$ cat config.mk
export PLATFORM = sky130hd
export DESIGN_NAME = io_timer
export DESIGN_NICKNAME = d
export VERILOG_FILES = /design/src/rtl/io_timer.sv
export SDC_FILE = /design/constraint.sdc
export NUM_CORES = 1
export LEC_CHECK = 0
export BUFFER_PORTS_ARGS = -buffer_cell sky130_fd_sc_hd__buf_2
export CORE_ASPECT_RATIO = 1.25
export CORE_MARGIN = 2
export CORE_UTILIZATION = 63
export CTS_CLUSTER_SIZE = 8
export DETAILED_ROUTE_END_ITERATION = 7
export PLACE_DENSITY = 0.91
export REMOVE_ABC_BUFFERS = 1
export SETUP_SLACK_MARGIN = 0.2
export SLEW_MARGIN = 40
export SYNTH_ARGS = -nofsm -noshare
export SYNTH_HDL_FRONTEND = slang
export SYNTH_SLANG_ARGS = --single-unit
$ cat constraint.sdc
create_clock -name clk -period 5.6 [get_ports clk]
set_input_delay 0.56 -clock clk [delete_from_list [all_inputs] [get_ports clk]]
set_output_delay 0.56 -clock clk [all_outputs]
set_load 0.05 [all_outputs]
$ cat src/rtl/io_timer.sv
// io_timer: memory-mapped prescaled 32-bit timer with compare match, sticky status and level irq.
// Latency: reads are combinational (same cycle); writes take effect at the next rising clk edge.
// Backpressure: none; every io access completes in the cycle it is presented.
//
// Ports:
//   clk, rst                 clock and asynchronous active-high reset
//   io_address               byte address; window selected by io_address[31:5] == BASE_ADDR[31:5]
//   io_write_value           store data, right-aligned (byte in [7:0], half in [15:0])
//   io_write_en, io_read_en  store / load strobes
//   io_data_size             funct3 size: 000 B, 001 H, 010 W, 100 BU, 101 HU
//   io_read_value            load data, 0 when not selected or not reading (OR-able)
//   irq                      STATUS.match & CTRL.irq_en, level
//
// Optional feature macro: IO_TIMER_ONESHOT_EN adds CTRL[3] oneshot (a match clears CTRL.en).
// Without it CTRL[3] reads 0, ignores writes and the timer free-runs.
//
// Register map (offset = io_address[4:2]):
//   0x00 CTRL [0] en [1] auto_reload [2] irq_en [3] oneshot (optional)
//   0x04 PRESCALE [PRESCALE_W-1:0]   0x08 COUNT   0x0C COMPARE
//   0x10 STATUS [0] match (sticky, W1C)   0x14-0x1C reserved (read 0)

module io_timer #(
    parameter logic [31:0] BASE_ADDR  = 32'h0000_1000,
    parameter int          PRESCALE_W = 16
) (
    input  logic                  clk,
    input  logic                  rst,
    input  logic [31:0]           io_address,
    input  logic [31:0]           io_write_value,
    output logic [31:0]           io_read_value,
    input  logic                  io_write_en,
    input  logic                  io_read_en,
    input  logic [2:0]            io_data_size,
    output logic                  irq
);

    localparam logic [2:0] OFF_CTRL     = 3'd0;
    localparam logic [2:0] OFF_PRESCALE = 3'd1;
    localparam logic [2:0] OFF_COUNT    = 3'd2;
    localparam logic [2:0] OFF_COMPARE  = 3'd3;
    localparam logic [2:0] OFF_STATUS   = 3'd4;

    localparam logic [2:0] SZ_B  = 3'b000;
    localparam logic [2:0] SZ_H  = 3'b001;
    localparam logic [2:0] SZ_W  = 3'b010;
    localparam logic [2:0] SZ_BU = 3'b100;
    localparam logic [2:0] SZ_HU = 3'b101;

    // State
    logic                  ctrl_en_q,     ctrl_en_d;
    logic                  ctrl_ar_q,     ctrl_ar_d;
    logic                  ctrl_irq_en_q, ctrl_irq_en_d;
    logic [PRESCALE_W-1:0] prescale_q,    prescale_d;
    logic [PRESCALE_W-1:0] pre_cnt_q,     pre_cnt_d;
    logic [31:0]           count_q,       count_d;
    logic [31:0]           compare_q,     compare_d;
    logic                  match_q,       match_d;
    logic                  ctrl_os;

`ifdef IO_TIMER_ONESHOT_EN
    logic                  ctrl_os_q,     ctrl_os_d;
    assign ctrl_os = ctrl_os_q;
`else
    assign ctrl_os = 1'b0;
`endif

    // Address decode
    logic        sel;
    logic [2:0]  reg_off;
    logic [1:0]  lane;

    assign sel     = (io_address[31:5] == BASE_ADDR[31:5]);
    assign reg_off = io_address[4:2];
    assign lane    = io_address[1:0];

    // Store lane enables and lane-replicated data. Misaligned H/W and
    // reserved size codes produce no lane enables, so the store vanishes.
    logic [3:0]  wr_be;
    logic [31:0] wr_dat;
    logic [31:0] wr_mask;

    always_comb begin
        wr_be  = 4'b0000;
        wr_dat = io_write_value;
        case (io_data_size)
            SZ_B: begin
                wr_be  = 4'b0001 << lane;
                wr_dat = {4{io_write_value[7:0]}};
            end
            SZ_H: begin
                wr_dat = {2{io_write_value[15:0]}};
                if (!lane[0]) begin
                    wr_be = lane[1] ? 4'b1100 : 4'b0011;
                end
            end
            SZ_W: begin
                if (lane == 2'b00) begin
                    wr_be = 4'b1111;
                end
            end
            default: wr_be = 4'b0000;
        endcase
        if (!(io_write_en && sel)) begin
            wr_be = 4'b0000;
        end
        wr_mask = {{8{wr_be[3]}}, {8{wr_be[2]}}, {8{wr_be[1]}}, {8{wr_be[0]}}};
    end

    logic wr_ctrl, wr_prescale, wr_count, wr_compare, wr_status;

    assign wr_ctrl     = (reg_off == OFF_CTRL)     && (wr_be != 4'b0000);
    assign wr_prescale = (reg_off == OFF_PRESCALE) && (wr_be != 4'b0000);
    assign wr_count    = (reg_off == OFF_COUNT)    && (wr_be != 4'b0000);
    assign wr_compare  = (reg_off == OFF_COMPARE)  && (wr_be != 4'b0000);
    assign wr_status   = (reg_off == OFF_STATUS)   && (wr_be != 4'b0000);

    // Prescaler and counter next state
    logic tick;
    logic match_hit;

    assign tick      = ctrl_en_q && (pre_cnt_q == prescale_q);
    assign match_hit = tick && (count_q == compare_q);

    always_comb begin
        ctrl_en_d     = ctrl_en_q;
        ctrl_ar_d     = ctrl_ar_q;
        ctrl_irq_en_d = ctrl_irq_en_q;
`ifdef IO_TIMER_ONESHOT_EN
        ctrl_os_d     = ctrl_os_q;
`endif
        prescale_d    = prescale_q;
        pre_cnt_d     = pre_cnt_q + PRESCALE_W'(1);
        count_d       = count_q;
        compare_d     = compare_q;
        match_d       = match_q;

        // CTRL bits all live in lane 0
        if (wr_ctrl && wr_be[0]) begin
            ctrl_en_d     = wr_dat[0];
            ctrl_ar_d     = wr_dat[1];
            ctrl_irq_en_d = wr_dat[2];
`ifdef IO_TIMER_ONESHOT_EN
            ctrl_os_d     = wr_dat[3];
`endif
        end

        if (wr_prescale) begin
            prescale_d = (prescale_q & ~wr_mask[PRESCALE_W-1:0])
                       | (wr_dat[PRESCALE_W-1:0] & wr_mask[PRESCALE_W-1:0]);
        end

        // Any CTRL/PRESCALE store restarts the prescale period.
        if (wr_ctrl || wr_prescale || !ctrl_en_q || tick) begin
            pre_cnt_d = '0;
        end

        if (tick) begin
            count_d = (match_hit && ctrl_ar_q) ? 32'd0 : count_q + 32'd1;
        end
        // Software store to COUNT overrides a same-cycle increment.
        if (wr_count) begin
            count_d = (count_q & ~wr_mask) | (wr_dat & wr_mask);
        end

        if (wr_compare) begin
            compare_d = (compare_q & ~wr_mask) | (wr_dat & wr_mask);
        end

        // W1C first so a simultaneous match re-sets the flag.
        if (wr_status && wr_be[0] && wr_dat[0]) begin
            match_d = 1'b0;
        end
        if (match_hit) begin
            match_d = 1'b1;
        end

        // Oneshot: stop the timer at its post-match value.
        if (match_hit && ctrl_os) begin
            ctrl_en_d = 1'b0;
        end
    end

    always_ff @(posedge clk or posedge rst) begin
        if (rst) begin
            ctrl_en_q     <= 1'b0;
            ctrl_ar_q     <= 1'b0;
            ctrl_irq_en_q <= 1'b0;
            prescale_q    <= '0;
            pre_cnt_q     <= '0;
            count_q       <= 32'd0;
            compare_q     <= 32'd0;
            match_q       <= 1'b0;
        end else begin
            ctrl_en_q     <= ctrl_en_d;
            ctrl_ar_q     <= ctrl_ar_d;
            ctrl_irq_en_q <= ctrl_irq_en_d;
            prescale_q    <= prescale_d;
            pre_cnt_q     <= pre_cnt_d;
            count_q       <= count_d;
            compare_q     <= compare_d;
            match_q       <= match_d;
        end
    end

`ifdef IO_TIMER_ONESHOT_EN
    always_ff @(posedge clk or posedge rst) begin
        if (rst) begin
            ctrl_os_q <= 1'b0;
        end else begin
            ctrl_os_q <= ctrl_os_d;
        end
    end
`endif

    // Read path
    logic [31:0] rd_word;
    logic [31:0] rd_shift;

    always_comb begin
        rd_word = 32'd0;
        case (reg_off)
            OFF_CTRL:     rd_word = {28'd0, ctrl_os, ctrl_irq_en_q, ctrl_ar_q, ctrl_en_q};
            OFF_PRESCALE: rd_word = 32'(prescale_q);
            OFF_COUNT:    rd_word = count_q;
            OFF_COMPARE:  rd_word = compare_q;
            OFF_STATUS:   rd_word = {31'd0, match_q};
            default:      rd_word = 32'd0;
        endcase

        rd_shift = rd_word >> {lane, 3'b000};

        io_read_value = 32'd0;
        if (io_read_en && sel) begin
            case (io_data_size)
                SZ_B:    io_read_value = {{24{rd_shift[7]}}, rd_shift[7:0]};
                SZ_H:    io_read_value = {{16{rd_shift[15]}}, rd_shift[15:0]};
                SZ_W:    io_read_value = rd_shift;
                SZ_BU:   io_read_value = {24'd0, rd_shift[7:0]};
                SZ_HU:   io_read_value = {16'd0, rd_shift[15:0]};
                default: io_read_value = 32'd0;
            endcase
        end
    end

    assign irq = match_q & ctrl_irq_en_q;

endmodule

Word-level counts from Yosys, hierarchy flattened. Index checks and enable logic that the tools add are counted.

Word-level logic and storage cells: 72. Bits in registers: 100. Input bits: 71. Output and inout bits: 33. RAM bits: 0. Memories: 0. ROM bits: 0. Bits in latches: 0.

Order comparisons: 0. Eq/ne operators: 11. Muxes and demuxes: 15. Reductions and logical operators: 23. Divide/modulo/power cells: 0. Add/subtract/negate cells: 2. Shifts and indexed selects: 2. Multiply operators: 0. Bitwise operators: 11.

Operator list (count): $pmux 32 s5 (2); $mux 32 (4); $and 32x32->32 (3); $or 32x32->32 (2); $pmux 32 s2 (1); $add 32x1->32 const B (1); $and 16x16->16 (2); $eq 32x32->1 (1); $not 32->32 (1); $shr 32x5->32 (1); $eq 27x8->1 const B (1); $add 16x1->16 const B (1); $eq 16x16->1 (1); $mux 16 (1); $mux 4 (4); $not 16->16 (1); $or 16x16->16 (1); $logic_and 1x1->1 (13); $pmux 4 s3 (1); $eq 3x2->1 const B (3); $eq 3x3->1 const B (3); $eq 3x1->1 const B (2); $logic_not 3->1 (2); $reduce_bool 2->1 (2); other kinds (7) (10).

Depth between registers and ports, before layout.
Word-level depth: 10. Gate-level depth with buffers: 11. Mapped depth without buffers: 8.

Least setup slack after synthesis. Ideal clock, no wire load.

Kind: input to output. From: in io_address[2]. To: out io_read_value[1]. Stages on the path: 10. Arrival time: 3.004 ns. Slack: 2.036 ns. Buffers on the path: 4. Required time: 5.040 ns. Cells stage by stage: buf_2 -> buf_1 -> buf_2 -> buf_2 -> mux2i_1 -> nor2_1 -> nand2_1 -> nand2_1 -> nor2_1 -> nor3_1.

Cells in the longest elaborated chain, start to end: 5. Elaborated cells on any way between the ends: 9. Classes of those cells: eq/ne (4); shift (1); mux (3); reduce/logical (1).

Ends and longest elaborated chain: start, declared (line 28) `input logic [31:0] io_address,`; $eq 3x3->1 (tied with other cells) (line 221) `case (reg_off)`; $pmux 32 s5 * (line 221); $shr 32x5->32 * (line 230) `rd_shift = rd_word >> {lane, 3'b000};`; $pmux 32 s5 * (line 234) `case (io_data_size)`; $mux 32 * (line 233) `if (io_read_en && sel) begin`; end, declared (line 30) `output logic [31:0] io_read_value,`.

Every way passes the cells marked *; elsewhere a longest branch is shown, timed or not.

Worst setup path after layout.
From: in io_address[3]. To: out io_read_value[21].

Same word-level chain as after synthesis.

==> impl_metrics.ini <==
[sta]
final_max_slew_viol_count = 0
min_period_ns = 3.88
relSlewSlack_pct = 41.0
finalSetupViolations = 0
rsz0062_at_grt = false
worst_pin_slew_ns = 0.876
skew_ns = 0.0121
hold_viol_final = 0
tns_ns = 0
max_freq_ghz = 0.258
min_period_over_period_pct = 69.2
worst_slack_ns = 1.72

[detailed_routing]
ant_nets = 0
drt_first_pass_iters = 8
drt_iter0_markers = 1127
wirelength_um = 24500
dr_total_vias = 7664
wl_per_cell_um = 22.2
routed_via_density = 6.94
drc = 3

[pwr]
switchingPower_w = 0.000394
intPower_w = 0.00117
netSwitchingFraction_pct = 25.1
ir_drop_mv = 0.140
p_per_area_mw_per_mm2 = 192
p_clk_share_pct = 44.5
comb_power_share_pct = 9.6
power.leakage_nw = 3.71
p_seq_share_pct = 46.0

[global_routing]
grt_pass1_wl_um = 39200
grt_max_degree = 58
grt_pass1_vias = 7415
grt_overflow = 0
antenna_found_initial = 0
grt_use_total_pct = 40.1

[floorplan]
core_area_mm2 = 0.0115
rows = 44
die_h_um = 125
die_area_mm2 = 0.0126
pin_count = 104
start_util_pct = 64.2
die_width_um = 101

[setup_path]
regToRegSetupSlack_ns = 2.28
critPathLaunchType = input port
cp_max_fo = 21
crit_start = io_address[3]
end_kind = output pin
max_stage_delay_ns = 0.49
worstPathCellList = buf_2, nand2b_1, nor2_1, a21oi_1, a21o_1, nor4_4, a31oi_2, a21oi_1, buf_2
cp.required_ns = 5.04
arrival_ns = 3.32
crit_type = input port to output pin
cpMaxStageDelayCell = nand2b_1

[synthesis]
yosysTopAreaCellShare_pct = 33.9
synth_edf_count = 0
synth_fa_ha_area_share_pct = 0.339
synth_top_family_by_area = simple AND/OR/NAND/NOR gates
async_reset_ff_share_pct = 100
seq_area_frac_synth_pct = 33.9
synth_area_leaders = dfrtp_1 (34%), nand2_1 (6.0%), xor2_1 (5.6%), mux2i_1 (5.6%), mux2_2 (5.0%)
syn_area_mm2 = 0.00739
synth_flop_cell = dfrtp_1
synth_seq_cells = 100
synth_compound_area_share_pct = 17.8
synth_cells = 897
ys_warn_count = 0
yosys.area.top_type = dfrtp_1
synth_cell_type_count = 69
synthSimpleGateAreaFrac_pct = 24.7
synth_xor_area_share_pct = 7.70
synthMuxAreaShare_pct = 11.2
avgSynthCellArea_um2 = 8.24

[flow_run]
maxCapViolations = 0

[status]
status = finished, violations left
violations = DRC

[clocking]
cts_resized = 0
post_cts_buffers = 0
htree_levels = 3
cts_tree = yes
cts_buffer_depth = 2
cts_hold_buf = 0
clk_pin_slew_ns = 0.07
cts_sinks = 100
numCtsBuffers = 9
clockRootBuffer = clkbuf_16
clk_latency_ns = 0.36

[layout]
mostFrequentLayoutCells = nand2_1 (119), buf_2 (103), dfrtp_1 (100)
final_common_cell = nand2_1
fill_cells = 882
finalInstanceArea_mm2 = 0.00819
diodes = 0
drive_gt1_share_pct = 18.8
finalNetCount = 1034
post-route-util_pct = 71.2
area_growth_pct = 10.9

[hold_path]
hold_class = input port to asynchronous set/reset pin

[placement]
place.gp.congestion = 1.05
pre_cts_slack_ns = 1.80
placed_cell_area_mm2 = 0.00787
io_buffers = 103
dp_hpwl_um = 18000
-- critical path, delay by kind of cell --
kind	cells	cell delay (ns)
buf+inv	2	0.64
compound gates	4	0.87
simple gates	3	1.22
-- through the flow --
stage                     instances  total power, W  hold WS (ns)
after detailed placement       1088        0.000879         0.523
after CTS                      1104         0.00156         0.285
final                          1104         0.00157         0.265
after global routing           1104         0.00160         0.311
after global placement         1088        0.000877         0.499
after floorplan                 841        0.000800         0.476
-- cell usage after synthesis, types with 7 or more instances --
| cell type | count |
|---|---|
| o21ai_0 | 66 |
| a21o_1 | 7 |
| and2_1 | 11 |
| nor2b_1 | 8 |
| inv_1 | 13 |
| dfrtp_1 | 100 |
| buf_2 | 10 |
| nor2_1 | 89 |
| nor4_1 | 20 |
| mux2_2 | 33 |
| mux2i_1 | 41 |
| nand2_1 | 119 |
| clkbuf_1 | 31 |
| nor3_1 | 20 |
| a21oi_1 | 58 |
| xnor2_1 | 18 |
| a22oi_1 | 8 |
| xor2_1 | 47 |
| a211oi_1 | 10 |
| nand4_1 | 13 |
| o22ai_1 | 9 |
| and3_1 | 15 |
| nand3_1 | 39 |
-- path summary, 6_finish.rpt --
path | end | cells past startpoint
hold reg to reg | flip-flop | 2
setup / recovery | io_read_value[21] | 9
hold / removal | asynchronous set/reset pin | 2
setup reg to reg | flip-flop | 7
max in group asynchronous | asynchronous set/reset pin | 3
min in group clk | flip-flop | 3
-- kinds of logic after synthesis --
logic type | after synthesis
compound gates | 212
flops | 100
simple gates | 372
xor+xnor | 65
buf+inv | 70
mux | 76
fa+ha+maj | 2
-- final cells by class --
| cell class | instances | area [um2] | area share (%) |
|---|---|---|---|
| Multi-Input combinational cell | 727 | 4580 | 55.9 |
| Sequential cell | 100 | 2500 | 30.5 |
| Timing Repair Buffer | 109 | 561 | 6.84 |
| Clock buffer | 11 | 243 | 2.96 |
| Tap cell | 138 | 173 | 2.11 |
| Clock inverter | 5 | 82.6 | 1.01 |
| Inverter | 14 | 55.1 | 0.672 |
-- routing by layer --
| metal | up-vias | global-route usage (%) | wire [um] |
|---|---|---|---|
| met4 | 0 | 29.0 | 2090 |
| met2 | 603 | 60.6 | 11000 |
| met3 | 181 | 10.7 | 2930 |
| met1 | 3509 | 48.9 | 8440 |
| met5 | - | 0 | 0 |
| li1 | 3371 | - | - |
-- power by group through the flow --
stage	registers, W	logic, W	clock network [W]
3_3_place_gp	0.000736	0.000141	0
6_report	0.000722	0.000150	0.000698
3_5_place_dp	0.000736	0.000144	0
4_1_cts	0.000722	0.000145	0.000691
2_1_floorplan	0.000736	0.0000644	0
5_1_grt	0.000721	0.000161	0.000718
(Power assumes the default switching activity.)
